===== config.mk =====
export PLATFORM = sky130hd
export DESIGN_NAME = psum_collector
export DESIGN_NICKNAME = d
export VERILOG_FILES = /design/src/rtl/psum_collector_pkg.sv /design/src/rtl/psum_collector_sat_adder.sv /design/src/rtl/psum_collector.sv
export SDC_FILE = /design/constraint.sdc
export NUM_CORES = 1
export LEC_CHECK = 0
export CORE_ASPECT_RATIO = 1.75
export CORE_MARGIN = 2
export CORE_UTILIZATION = 35
export DETAILED_ROUTE_END_ITERATION = 10
export PLACE_DENSITY_LB_ADDON = 0.3
export SETUP_SLACK_MARGIN = 0.05
export SKIP_LAST_GASP = 1
export SLEW_MARGIN = 10
export SYNTH_ARGS = -nofsm -noshare
export SYNTH_HDL_FRONTEND = slang
export SYNTH_SLANG_ARGS = --single-unit

===== constraint.sdc =====
create_clock -name clk_i -period 4.57 [get_ports clk_i]
set_input_delay 0.457 -clock clk_i [delete_from_list [all_inputs] [get_ports clk_i]]
set_output_delay 0.457 -clock clk_i [all_outputs]
set_load 0.05 [all_outputs]

===== src/rtl/psum_collector_pkg.sv =====
// Shared definitions for the partial-sum collector: FSM encoding, default width
// and the Q8.8 saturation limits.
package psum_collector_pkg;

  typedef enum logic [1:0] {
    StIdle  = 2'd0,
    StAccum = 2'd1,
    StDrain = 2'd2
  } state_e;

  localparam int unsigned DataWDefault = 16;

  // Q8.8 clamp limits for the default 16-bit psum.
  localparam logic [15:0] PSUM_MAX = 16'h7FFF;
  localparam logic [15:0] PSUM_MIN = 16'h8000;

endpackage


===== src/rtl/psum_collector_sat_adder.sv =====
// Combinational signed saturating adder. The sum clamps to the most positive or
// most negative representable value, and clamp_o flags that a clamp happened.
module sat_adder
  import psum_collector_pkg::*;
#(
  parameter int unsigned W = DataWDefault
) (
  input  logic [W-1:0] a_i,
  input  logic [W-1:0] b_i,
  output logic [W-1:0] sum_o,
  output logic         clamp_o
);

  logic [W-1:0] max_val;
  logic [W-1:0] min_val;
  logic [W:0]   sum_ext;
  logic         ovf_pos;
  logic         ovf_neg;

  if (W == 16) begin : g_q88
    assign max_val = PSUM_MAX;
    assign min_val = PSUM_MIN;
  end else begin : g_generic
    assign max_val = {1'b0, {(W-1){1'b1}}};
    assign min_val = {1'b1, {(W-1){1'b0}}};
  end

  // Add with one guard bit; the guard and sign bits disagree exactly on overflow.
  always_comb begin
    sum_ext = {a_i[W-1], a_i} + {b_i[W-1], b_i};
    ovf_pos = ~sum_ext[W] & sum_ext[W-1];
    ovf_neg = sum_ext[W] & ~sum_ext[W-1];
    clamp_o = ovf_pos | ovf_neg;
    if (ovf_pos) begin
      sum_o = max_val;
    end else if (ovf_neg) begin
      sum_o = min_val;
    end else begin
      sum_o = sum_ext[W-1:0];
    end
  end

endmodule


===== src/rtl/psum_collector.sv =====
// Partial-sum collector: accumulates num_pass rows of DEPTH psums from a PE
// column into a register buffer with saturating adds, then drains the row.
// Optional feature: define PSUM_COLLECTOR_RELU_EN to apply ReLU on drain.
module psum_collector
  import psum_collector_pkg::*;
#(
  parameter int unsigned DATA_W = DataWDefault,
  parameter int unsigned DEPTH  = 8
) (
  input  logic              clk_i,
  input  logic              rst_i,
  input  logic              start_i,
  input  logic [3:0]        num_pass_i,
  input  logic              in_valid_i,
  input  logic [DATA_W-1:0] in_psum_i,
  output logic              in_ready_o,
  output logic              out_valid_o,
  output logic [DATA_W-1:0] out_data_o,
  output logic              out_last_o,
  input  logic              out_ready_i,
  output logic              busy_o,
  output logic              sat_o
);

  localparam int unsigned   IdxW    = $clog2(DEPTH);
  localparam logic [IdxW-1:0] IdxLast = IdxW'(DEPTH - 1);

  state_e            state_q, state_d;
  logic [IdxW-1:0]   idx_q, idx_d;
  logic [IdxW-1:0]   rd_idx_q, rd_idx_d;
  logic [3:0]        pass_cnt_q, pass_cnt_d;
  logic [3:0]        pass_max_q, pass_max_d;
  logic              sat_q, sat_d;
  logic [DATA_W-1:0] buf_q [DEPTH];

  logic              in_xfer;
  logic              row_wrap;
  logic              last_pass;
  logic              first_pass;
  logic [DATA_W-1:0] add_sum;
  logic              add_clamp;
  logic [DATA_W-1:0] wr_data;
  logic [DATA_W-1:0] rd_data;
  logic [DATA_W-1:0] drain_val;

  sat_adder #(
    .W (DATA_W)
  ) u_sat_adder (
    .a_i     (buf_q[idx_q]),
    .b_i     (in_psum_i),
    .sum_o   (add_sum),
    .clamp_o (add_clamp)
  );

  // Datapath decode: transfer qualification, row/pass boundaries, drain value.
  always_comb begin
    in_ready_o = (state_q == StAccum);
    in_xfer    = in_valid_i & in_ready_o;
    row_wrap   = (idx_q == IdxLast);
    last_pass  = (pass_cnt_q == (pass_max_q - 4'd1));
    first_pass = (pass_cnt_q == 4'd0);
    wr_data    = first_pass ? in_psum_i : add_sum;
    rd_data    = buf_q[rd_idx_q];
`ifdef PSUM_COLLECTOR_RELU_EN
    drain_val  = rd_data[DATA_W-1] ? '0 : rd_data;
`else
    drain_val  = rd_data;
`endif
  end

  // Next-state and output logic for the IDLE/ACCUM/DRAIN controller.
  always_comb begin
    state_d     = state_q;
    idx_d       = idx_q;
    rd_idx_d    = rd_idx_q;
    pass_cnt_d  = pass_cnt_q;
    pass_max_d  = pass_max_q;
    sat_d       = sat_q;
    out_valid_o = 1'b0;
    out_last_o  = 1'b0;
    out_data_o  = '0;
    busy_o      = (state_q != StIdle);
    sat_o       = sat_q;

    unique case (state_q)
      StIdle: begin
        if (start_i) begin
          state_d    = StAccum;
          pass_max_d = (num_pass_i == 4'd0) ? 4'd1 : num_pass_i;
          pass_cnt_d = 4'd0;
          idx_d      = '0;
          sat_d      = 1'b0;
        end
      end
      StAccum: begin
        if (in_xfer) begin
          idx_d = idx_q + 1'b1;
          // Pass 0 overwrites, so its clamp output is meaningless.
          if (!first_pass && add_clamp) begin
            sat_d = 1'b1;
          end
          if (row_wrap) begin
            if (last_pass) begin
              state_d    = StDrain;
              rd_idx_d   = '0;
              pass_cnt_d = 4'd0;
            end else begin
              pass_cnt_d = pass_cnt_q + 4'd1;
            end
          end
        end
      end
      StDrain: begin
        out_valid_o = 1'b1;
        out_data_o  = drain_val;
        out_last_o  = (rd_idx_q == IdxLast);
        if (out_ready_i) begin
          rd_idx_d = rd_idx_q + 1'b1;
          if (rd_idx_q == IdxLast) begin
            state_d = StIdle;
          end
        end
      end
      default: begin
        state_d = StIdle;
      end
    endcase
  end

  // Control state register with synchronous reset.
  always_ff @(posedge clk_i) begin
    if (rst_i) begin
      state_q    <= StIdle;
      idx_q      <= '0;
      rd_idx_q   <= '0;
      pass_cnt_q <= 4'd0;
      pass_max_q <= 4'd1;
      sat_q      <= 1'b0;
    end else begin
      state_q    <= state_d;
      idx_q      <= idx_d;
      rd_idx_q   <= rd_idx_d;
      pass_cnt_q <= pass_cnt_d;
      pass_max_q <= pass_max_d;
      sat_q      <= sat_d;
    end
  end

  // Row buffer: one write port; left uncleared since pass 0 overwrites it.
  always_ff @(posedge clk_i) begin
    if (!rst_i && in_xfer) begin
      buf_q[idx_q] <= wr_data;
    end
  end

endmodule


# Yosys cells after proc, flatten, opt, wreduce, memory -nomap -nowiden
# Memory sizes are Yosys's and may differ from the RTL's. A register that Yosys moved wholly into a read port is not among the register bits.
# Cells that the tools add are included.
dict set report classes {
  addsub 5
  n_eq_ne 12
  muxes 37
  bitwise 6
  reduce_logical 16
}
# op count
set op_table {}
lappend op_table {{2-to-1 mux 16 bit} 4}
lappend op_table {{2-to-1 mux 3 bit} 10}
lappend op_table {{2-to-1 mux 4 bit} 5}
lappend op_table {{adder 16 x 16 -> 17 bit} 1}
lappend op_table {{2-to-1 mux 2 bit} 6}
lappend op_table {{one-hot mux 3 bit (2 select lines)} 2}
lappend op_table {{logical NOT 4 bit} 2}
lappend op_table {{inequality test 2 x 1 -> 1 bit (second input constant)} 4}
lappend op_table {{one-hot mux 4 bit (2 select lines)} 1}
lappend op_table {{AND reduction 4 bit} 2}
lappend op_table {{2-to-1 mux 1 bit} 7}
lappend op_table {{adder 3 x 1 -> 3 bit (second input constant)} 2}
lappend op_table {{equality test 3 bit (second input constant)} 2}
lappend op_table {{inequality test 2 bit (second input constant)} 3}
lappend op_table {{one-hot mux 2 bit (3 select lines)} 1}
lappend op_table {{AND reduction 6 bit} 1}
lappend op_table {{nonzero test 2 bit} 3}
lappend op_table {{AND reduction 5 bit} 1}
lappend op_table {{adder 4 x 1 -> 4 bit (second input constant)} 1}
lappend op_table {{equality test 4 bit} 1}
lappend op_table {{subtractor 4 x 1 -> 4 bit (second input constant)} 1}
lappend op_table {{AND 1 bit} 3}
lappend op_table {{AND reduction 3 bit} 1}
lappend op_table {{equality test 2 x 1 -> 1 bit (second input constant)} 1}
lappend op_table {{other kinds (8)} 11}
dict set report word_totals {
  register_bits 17
  ram_bits 128
  input_bits 25
  out_inout_bits 21
  mem_count 1
}
# memory words width read_ports rd_clocked_by_memory_dff write_ports line_no
set memory_table {}
lappend memory_table {buf_q 8 16 2 2 1 psum_collector.sv:34} ;# logic [DATA_W-1:0] buf_q [DEPTH];

# Logic depth before layout (Yosys ltp)
dict set report logic_depth {
  word_depth 8
  mapped_depth 17
  depth_no_buf 14
}

# Cells and area by module
# Synthesis repeated with hierarchy kept, for this count alone.
dict set report hier_totals {
  cells_unflattened 554
  hier_area_um2 8190.4
}
# mod instances cells_per_inst area_per_inst_um2 seq_area_each_um2
set modules_own_cells {}
lappend modules_own_cells {psum_collector 1 411 7180.6 4304.1}
lappend modules_own_cells {sat_adder 1 143 1009.7 0.0}

# Least setup slack after synthesis
# No wires, ideal clock.
dict set report synth_path {
  kind {register to register}
  start {reg with a tool-made name}
  end {mem buf_q[0][12] (netlist name), data pin}
  arrival_ns 3.759
  t_required_ns 4.292
  slack_ns 0.533
  stages_incl_launch_ff 15
  synth_period_minus_slack_ns 4.037
  cell_sequence {dfxtp_1 > buf_2 > buf_2 > mux4_2 > mux2_2 > ha_1 > a21oi_1 > o211ai_2 > a211oi_2 > o21ai_1 > xnor2_1 > ha_1 > inv_1 > nand2_1 > o31ai_1}
}
# item line_no
set synth_lines {}
lappend synth_lines {{end, declared} psum_collector.sv:34}

==> metrics.txt <==
outcome=completed; cts repair resizes=0; GRT overflow=0; ranking of synthesized cells by instance count=sky130_fd_sc_hd__edfxtp_1 (128), sky130_fd_sc_hd__mux4_2 (64), sky130_fd_sc_hd__nor2_1 (39); Most used DFF post-synth=sky130_fd_sc_hd__edfxtp_1; sequential area share after synthesis=0.5396; die width=about 120 um; Synthesized Nets=about 600; HPWL reported at the end of detailed placement=13460 um; Worst Hold Path EP=pass_max_q[1]$_SDFFE_PP0P_; overall die area=24060 sq um; final worst clock skew=0.009086 ns; DRC viols=0; Synth async-reset ratio=0; Root Driver=sky130_fd_sc_hd__clkbuf_16; period utilisation layout=0.9719; Clock Pin Slew Worst Setup and Hold Paths=about 0.06 ns; number of synthesized flops with an enable pin=128; # hold bufs at CTS=0; most used standard cell by instance count after synthesis=sky130_fd_sc_hd__edfxtp_1; Power Total=between 3000 and 4000 uW; cell type with the largest total area after synthesis=sky130_fd_sc_hd__edfxtp_1; final hold violation count=0; WL/cell=between 20 and 25 um; fill cell total of the finished layout=~2100; synthesized flop and latch total=~150; final slew viol count=0; number of warnings issued by yosys=0; TritonRoute pass-1 iters=4; number of nets in the final layout=658; worst-case clock buffer depth=2; measured slew at the worst slew-check pin=0.8823 ns; H-tree depth=4; final instance area=9533 sq um; path depth of the worst reg2reg path=13; cell types with the largest area share after synthesis=sky130_fd_sc_hd__edfxtp_1 (48%), sky130_fd_sc_hd__mux4_2 (18%), sky130_fd_sc_hd__dfxtp_1 (5.8%); overall fraction of global-route tracks in use=0.1685; Mean Syn Cell Area=between 10 and 15 sq um; depth of the worst hold-timing path=2; starting density of the core=0.3536; worst slack at placement=between 0.08 and 0.09 ns; Port Buffers=45; number of diodes added for antenna fixing=0; synthesized area=7976 sq um; via count of the first global-routing pass=5414; worst max-slew margin expressed relative to the limit=0.4110; slack of the critical path=~0.13 ns; max-cap viol count=0; Mapped Cells=between 500 and 600; Row Count=73; Synth cell types=between 50 and 60; worst hold path startpoint=pass_max_q[1]$_SDFFE_PP0P_; number of clock sinks=around 150; setup repair bufs after CTS=0; worst endpoint data arrival time=~4.6 ns; Cell Pwr Density=362.8 nW/um^2; area growth from synthesis to final layout=19.51%; top achievable clock speed=225.2 MHz; Critical Path End Type=register; portion of synthesized cell area occupied by the leading cell type=0.4819; multi-input combinational cell area=around 3500 sq um; Reg-to-Reg End=buf_q[1][12]$_DFFE_PP_; CTS Buf Count=17; Worst Path Max Fanout=27; CP Data Required Time=4.67 ns; routed wire length=a little under 20000 um; sequential cell area in the final layout=4307 sq um; pin count of the biggest net entering global routing=33; routed via count=between 4000 and 5000; number of antenna violations at the first check in global routing=0; Top Ports=46; core region area=22560 sq um; Crit Path Category=reg -> reg; routability congestion estimate from global placement=between 0.8 and 0.9; CTS tree=yes; final period demand of the worst path=roughly 4.4 ns; area after detailed placement=about 8900 sq um; height of the chip=between 200 and 250 um; fraction of final layout cells sized beyond drive strength 1=0.2339; final setup violation count=0; leakage dissipation=approximately 0.003 uW; RSZ-0062 raised after global routing=true; Hold WS=about 0.48 ns; critical path launch point type=register; register-to-register setup slack=0.13 ns; Final ANT Viol Nets=0; wire length of the first global-routing pass=30020 um; Via density=about 5.4; latest clock arrival within the worst-skew pair=roughly 0.43 ns; class of the tightest hold or removal check=reg -> reg; iteration-0 DRC count of the detailed router=between 200 and 300; IR drop worst, VDD=about 0.18 mV
[report_power, final]
| group | internal (uW) | leakage (uW) | total, uW | switching [uW] |
|---|---|---|---|---|
| Sequential | 1530 | 0.00134 | 1540 | 8.18 |
| Clock | 1020 | 0.000319 | 1550 | 532 |
| Combinational | 155 | 0.00142 | 370 | 215 |
[worst max-delay path, cell delays in order (launching register included)]
cell and delay, ns:
sky130_fd_sc_hd__dfxtp_2 0.34, sky130_fd_sc_hd__buf_12 0.24, sky130_fd_sc_hd__mux4_2 0.52, sky130_fd_sc_hd__mux2_2 0.29, sky130_fd_sc_hd__ha_1 0.37, sky130_fd_sc_hd__a21oi_1 0.13, sky130_fd_sc_hd__buf_4 0.16, sky130_fd_sc_hd__and3_4 0.18
sky130_fd_sc_hd__a211oi_2 0.35, sky130_fd_sc_hd__a21oi_2 0.13, sky130_fd_sc_hd__ha_1 0.23, sky130_fd_sc_hd__inv_1 0.10, sky130_fd_sc_hd__nand2_1 0.24, sky130_fd_sc_hd__o31ai_1 0.82
[final cells by class]
class | count | share of cell area
Clock buffer | 19 | 0.04541
Sequential cell | 151 | 0.4518
Multi-Input combinational cell | 351 | 0.3653
Inverter | 20 | 0.007875
Timing Repair Buffer | 66 | 0.06641
Tap cell | 300 | 0.03938
Clock inverter | 13 | 0.02389
[state kept, by name (all words and copies together), names as in the netlist, named ones only]
name	flops
buf_q	128
pass_max_q	4
pass_cnt_q	4
state_q	2
rd_idx_q	3
idx_q	3
sat_o	1
[worst max-delay path by stage]
stage,startpoint,to,cells after the start
finish,register,buf_q[1][12]$_DFFE_PP_,13
CTS,register,buf_q[5][13]$_DFFE_PP_,13
detailed placement,register,buf_q[1][13]$_DFFE_PP_,13
global route,register,buf_q[1][12]$_DFFE_PP_,13
floorplan,register,buf_q[0][12]$_DFFE_PP_,14
global placement,register,buf_q[0][13]$_DFFE_PP_,13
[through the flow]
step | TNS, ns | util | cells
2_1_floorplan | 0 | - | 553
3_3_place_gp | 0 | 0.3929 | 888
3_5_place_dp | 0 | 0.3929 | 888
4_1_cts | 0 | 0.4222 | 920
5_1_grt | -5.564 | 0.4226 | 920
6_report | 0 | 0.4226 | 920
[kinds of logic (layout without fill, tap and decap cells)]
kind of cell,after synthesis,after routing,synth area share
adders and majority gates,26,26,0.04173
and+or+nand+nor,117,117,0.07184
buffers and inverters,51,118,0.02620
muxes,98,98,0.2259
xor gates and xnor gates,15,15,0.01835
DFF,151,151,0.5396
AOI/OAI and AO/OA,95,95,0.07639
[layout by cell type (no fill, tap or decap), types with 5 or more instances in the layout]
cell	count
sky130_fd_sc_hd__nor3_1	11
sky130_fd_sc_hd__o21ai_0	11
sky130_fd_sc_hd__edfxtp_1	128
sky130_fd_sc_hd__clkdlybuf4s50_1	45
sky130_fd_sc_hd__mux4_2	64
sky130_fd_sc_hd__bufinv_16	6
sky130_fd_sc_hd__a21oi_1	36
sky130_fd_sc_hd__o31ai_1	5
sky130_fd_sc_hd__nand3_1	6
sky130_fd_sc_hd__mux2i_1	18
sky130_fd_sc_hd__buf_4	19
sky130_fd_sc_hd__xnor2_1	10
sky130_fd_sc_hd__inv_1	19
sky130_fd_sc_hd__clkbuf_16	17
sky130_fd_sc_hd__nor2_1	39
sky130_fd_sc_hd__mux2_2	16
sky130_fd_sc_hd__nand2_1	25
sky130_fd_sc_hd__and2_1	5
sky130_fd_sc_hd__o211ai_1	5
sky130_fd_sc_hd__nand2b_1	5
sky130_fd_sc_hd__dfxtp_1	21
sky130_fd_sc_hd__o21a_1	9
sky130_fd_sc_hd__nand4_1	8
sky130_fd_sc_hd__ha_1	25
[metal layers]
| metal | track usage | vias to the layer above | part of all wire |
|---|---|---|---|
| met3 | 0.03496 | 32 | 0.032 |
| met4 | 0.06971 | 0 | 0.025 |
| li1 | - | 2291 | - |
| met5 | 0 | - | 0 |
| met2 | 0.3171 | 98 | 0.56 |
| met1 | 0.1810 | 2572 | 0.38 |
(Power assumes the default switching activity.)
==> RTL edit 1 (same settings) <==
The option `PSUM_COLLECTOR_RELU_EN` is turned on by a define.
--- a/src/rtl/psum_collector.sv
+++ b/src/rtl/psum_collector.sv
@@ -2,4 +2,6 @@
 // column into a register buffer with saturating adds, then drains the row.
 // Optional feature: define PSUM_COLLECTOR_RELU_EN to apply ReLU on drain.
+`define PSUM_COLLECTOR_RELU_EN
+
 module psum_collector
   import psum_collector_pkg::*;
Function: changed (Yosys sat finds a counterexample within 10 cycles, from zero or initial values and one cycle with rst_i high).
==> RTL edit 1 against the unedited design <==
- sequential power barely moved
- synthesized area up 0.19%
- highest routed layer unchanged
- wire length rose by 3.1%
- worst setup slack gained 0.17 ns
- final cell count up 1.1%
- sequential cell count stayed put
- first-iteration DRC count is 26% lower
- largest power group is now sequential cells
- final area grew 0.71%
- die area grew 0.18%
- power shrank 2.3%
- largest cell class unchanged
- via count is 1.2% higher
==> RTL edit 1: results (changes against the unedited design) <==
Routing:
- The wire length on met2 is 11760 µm (+8.2%).
- The vias after detailed routing was 5055 (+1.2%).
- The number of nets with antenna violations after routing is 0 (unchanged).
- The total length of routed wires is 20060 µm (+3.1%).
- The routed length on met3 is 670 µm (+6.0%).
- The number of optimization iterations in the first detailed-route pass was 5 (+1).
- The number of design-rule violations left by the first detailed-router iteration is 189 (-26%).

STA:
- The slew at the pin closest to its max-slew limit was 0.6899 ns (-0.1924 ns).
- The clock tree skew after final layout is 0.01100 ns (+0.001910 ns).

Global route:
- The via count of the first global-routing pass is 5495 (+1.5%).
- The overall routing resource usage came to 17.32% (+0.47 points).
- The global-route wire length before repair is 30730 µm (+2.4%).

Synth:
- The mux cell area share after synthesis is 22.67% (+0.083 points).
- The synthesized-area fraction occupied by adder cells is 4.165% (-0.0078 points).
- By area the synthesized netlist is led by edfxtp_1 (48%), mux4_2 (18%), dfxtp_1 (5.8%).
- The number of unique standard cell types used by synthesis was 57 (+7.5%).
- The sequential share of the synthesized area is 53.86% (-0.10 points).
- The share of the synthesized area in compound gates (AO/OA/AOI/OAI) is 7.453% (-0.19 points).
- In the synthesized netlist, the cells that appear most often are edfxtp_1 (128), mux4_2 (64), nor2_1 (39).
- The post-synthesis share of cell area spent on xor and xnor gates is 1.832% (-0.0034 points).
- The net count of the mapped netlist came to 606 (+0.33%).

Power:
- The peak ir drop on the vdd network is 244.7 µV (+35%).
- The static power due to leakage is 0.003131 µW (+1.8%).

Critical path:
- The data arrival time of the worst path came to 4.49 ns (-0.06 ns).
- The reg2reg setup slack is 0.30 ns (+0.17 ns).
- The worst reg2reg path depth is 14 (+1).
- The end of the worst register-to-register path is buf_q[7][10].
- The worst-path maximum fanout is 16 (-41%).

Final layout:
- The total number of nets in the final design was 668 (+1.5%).
- The share of layout cells above drive strength 1 came to 24.13% (+0.74 points).
- The register with the most flip-flops in the final layout is buf_q.

Worst hold path:
- The endpoint of the worst hold path is pass_max_q[3].
- The worst hold path begins at pass_max_q[3].

Placement:
- The half-perimeter wire length of the detailed placement result was 13400 µm (-0.40%).
- The standard cell area after detailed placement was 8927 µm² (+0.72%).
- The count of buffers inserted at the top-level ports was 44 (-2.2%).
- The final weighted congestion of routability-driven global placement is 0.8826 (+4.1%).

Status:
- The flow ran to the end, and the final reports show no timing, DRC or antenna violations.

Clock network:
- The CTS H-tree depth is 4 (unchanged).
-- RTL edit 1: layout make-up --
type,instances,area [µm²],area share [%]
Clock inverter,5,50.05,0.5213
Timing Repair Buffer,75,715.7,7.455
Inverter,18,67.56,0.7038
Sequential cell,151,4307,44.86
Clock buffer,27,588.1,6.125
Tap cell,300,375.4,3.910
Multi-Input combinational cell,354,3497,36.43
-- RTL edit 1: report_power, final --
part,internal (µW),switching (µW)
Clock,936,524
Combinational,165,217
Sequential,1530,9.13
Total,2630,750
-- RTL edit 1: critical path, cell delays in order, from the launching register on --
cell	delay (ns)
dfxtp_2	0.41
buf_12	0.23
mux4_2	0.52
mux2_2	0.29
ha_1	0.38
a21oi_4	0.23
o211ai_2	0.15
a211oi_1	0.25
buf_4	0.16
o21ai_1	0.09
xnor2_1	0.15
ha_1	0.22
or2_2	0.42
a211o_1	0.32
nand3_1	0.23
-- RTL edit 1: how the worst max path moves through the flow --
stage          startpoint      endpoint  slack [ns]  cells past startpoint
2_1_floorplan        flop  buf_q[0][14]        0.32                     14
3_5_place_dp         flop  buf_q[1][10]        0.14                     14
4_1_cts              flop  buf_q[5][13]        0.08                     15
6_report             flop  buf_q[7][10]        0.30                     14
5_1_grt              flop  buf_q[7][10]        0.08                     14
3_3_place_gp         flop   buf_q[0][6]        0.24                     15
-- RTL edit 1: through the flow --
| step | std cells | worst slack [ns] |
|---|---|---|
| finish | 930 | 0.2994 |
| global route | 930 | 0.07760 |
| CTS | 929 | 0.08136 |
| floorplan | 555 | 0.3231 |
| global placement | 897 | 0.2387 |
| detailed placement | 897 | 0.1382 |
-- RTL edit 1: per-layer routing --
layer	track usage, %	vias up
met5	0	-
met3	2.567	35
met2	34.10	120
li1	-	2321
met4	7.014	0
met1	18.02	2579
==> RTL edit 2 (same flow settings) <==
Made on the original files. Re-encode `state_e` (3 states) as one-hot, 3 bits wide.
--- a/src/rtl/psum_collector_pkg.sv
+++ b/src/rtl/psum_collector_pkg.sv
@@ -3,8 +3,8 @@
 package psum_collector_pkg;
 
-  typedef enum logic [1:0] {
-    StIdle  = 2'd0,
-    StAccum = 2'd1,
-    StDrain = 2'd2
+  typedef enum logic [2:0] {
+    StIdle  = 3'b001,
+    StAccum = 3'b010,
+    StDrain = 3'b100
   } state_e;
 
Function: no difference found for any inputs over 10 cycles, from zero or initial values and one cycle with rst_i high; not proved beyond that.
==> RTL edit 2 against the unedited design <==
- wire length increased by 8.1%
- non-clock buffer count increased by 18
- final area increased by 2.2%
- clock skew about the same
- highest routed layer unchanged
- power decreased by 4.3%
- synthesized area increased by 1.3%
- worst setup slack improved by 0.070 ns
- sequential cell count increased by 1
==> RTL edit 2: results (changes against the unedited design) <==
Synth:
- The net count of the mapped netlist came to 608 (+0.66%).
- By area the synthesized netlist is led by edfxtp_1 (48%), mux4_2 (18%), dfxtp_1 (5.9%).
- The synthesized-area fraction occupied by adder cells is 4.121% (-0.052 points).
- In the synthesized netlist, the cells that appear most often are edfxtp_1 (128), mux4_2 (64), nor2_1 (47).
- The sequential share of the synthesized area came to 53.54% (-0.42 points).
- The number of unique standard cell types used by synthesis is 59 (+11%).
- The post-synthesis share of cell area spent on xor and xnor gates was 2.014% (+0.18 points).
- The mux cell area share after synthesis is 23.10% (+0.51 points).
- The share of the synthesized area in compound gates (AO/OA/AOI/OAI) is 7.591% (-0.048 points).

Routing:
- The routed length per placed instance is 22.39 µm (+5.8%).
- The number of design-rule violations left by the first detailed-router iteration is 218 (-15%).
- The vias after detailed routing is 5105 (+2.2%).

Power:
- The static power due to leakage came to 0.003258 µW (+5.9%).
- The peak ir drop on the vdd network was 253.4 µV (+40%).

Critical path:
- The worst-path maximum fanout is 11 (-59%).
- On the critical path the largest part of the delay comes from compound AO/OA/AOI/OAI gates.
- The longest individual stage delay on the worst path is 0.50 ns (-0.32 ns).
- The worst reg2reg path depth is 14 (+1).
- The slowest stage of the critical path is the mux4_2 cell.
- The data arrival time of the worst path came to 4.64 ns (+0.09 ns).

Status:
- The flow ran to the end, and the final reports show no timing, DRC or antenna violations.

STA:
- The worst slew margin relative to its limit is 52.52% (+11 points).
- The clock tree skew after final layout came to 0.008798 ns (-0.0002883 ns).

Global route:
- The met2 layer usage reported by global route came to 35.98% (+4.3 points).
- The met3 track demand over resource in global routing was 2.840% (-0.66 points).
- The global-route wire length before repair came to 31720 µm (+5.7%).
- The overall routing resource usage is 17.72% (+0.87 points).
- The via count of the first global-routing pass is 5545 (+2.4%).
- The met1 routing resource usage after global routing is 16.86% (-1.2 points).

Worst hold path:
- The critical hold path startpoint is rd_idx_q[1].

Final layout:
- The total number of nets in the final design was 678 (+3.0%).
- The share of layout cells above drive strength 1 is 26.09% (+2.7 points).

Clock network:
- The source-to-sink clock delay at the later pin of the worst-skew pair was 0.41 ns (-0.02 ns).

Placement:
- The half-perimeter wire length of the detailed placement result came to 15260 µm (+13%).
- The final weighted congestion of routability-driven global placement is 0.8860 (+4.5%).
## RTL edit 2: stage by stage
step	hold WS [ns]	instances	utilization (%)	setup WS (ns)	cell area, µm²
2_1_floorplan	0.4577	557	-	0.3227	8077
3_3_place_gp	0.4923	907	40.13	-0.2505	9091
3_5_place_dp	0.4918	907	40.13	-0.2869	9091
4_1_cts	0.5057	939	42.87	0.05501	9712
5_1_grt	0.5260	940	43.03	0.04581	9747
6_report	0.5103	940	43.03	0.1985	9747
## RTL edit 2: layout make-up
cell class | count | area, µm²
clock buffer | 23 | 533.0
tap | 300 | 375.4
inverter | 15 | 56.30
timing repair buffer | 84 | 798.3
clock inverter | 9 | 71.32
sequential | 152 | 4329
multi-input combinational | 357 | 3583
fill | 2114 | 12900
## RTL edit 2: logic make-up after synthesis
group | count (synthesis)
flops | 152
xor+xnor | 17
simple gates | 117
buf+inv | 48
mux | 104
fa+ha+maj | 26
compound gates | 93
## RTL edit 2: report_power, final
part / switching (µW) / internal (µW)
registers: 8.97 / 1550
clock network: 560 / 834
logic: 212 / 142
## RTL edit 2: layer usage
metal	vias up	wire, µm
met2	126	12430
met3	39	663
met5	-	0
met1	2594	6989
li1	2346	-
met4	0	967
## RTL edit 2: timing repair
item,CTS,global route
hold buffers,0,0
resized for setup,4,6
endpoints found under the hold margin,0,0
cloned,0,1
endpoints found under the setup margin,32,64
pin swaps,0,1
## RTL edit 2: final timing paths
check,endpoint,slack (ns)
hold reg to reg,flop,0.51
hold / removal,flop,0.51
setup / recovery,buf_q[4][13],0.20
setup reg to reg,buf_q[4][13],0.20
## RTL edit 2: tightest hold or removal path, stage by stage (launching register included)
cell and delay, ns:
dfxtp_1 0.32, nand2_1 0.05, mux2i_1 0.08
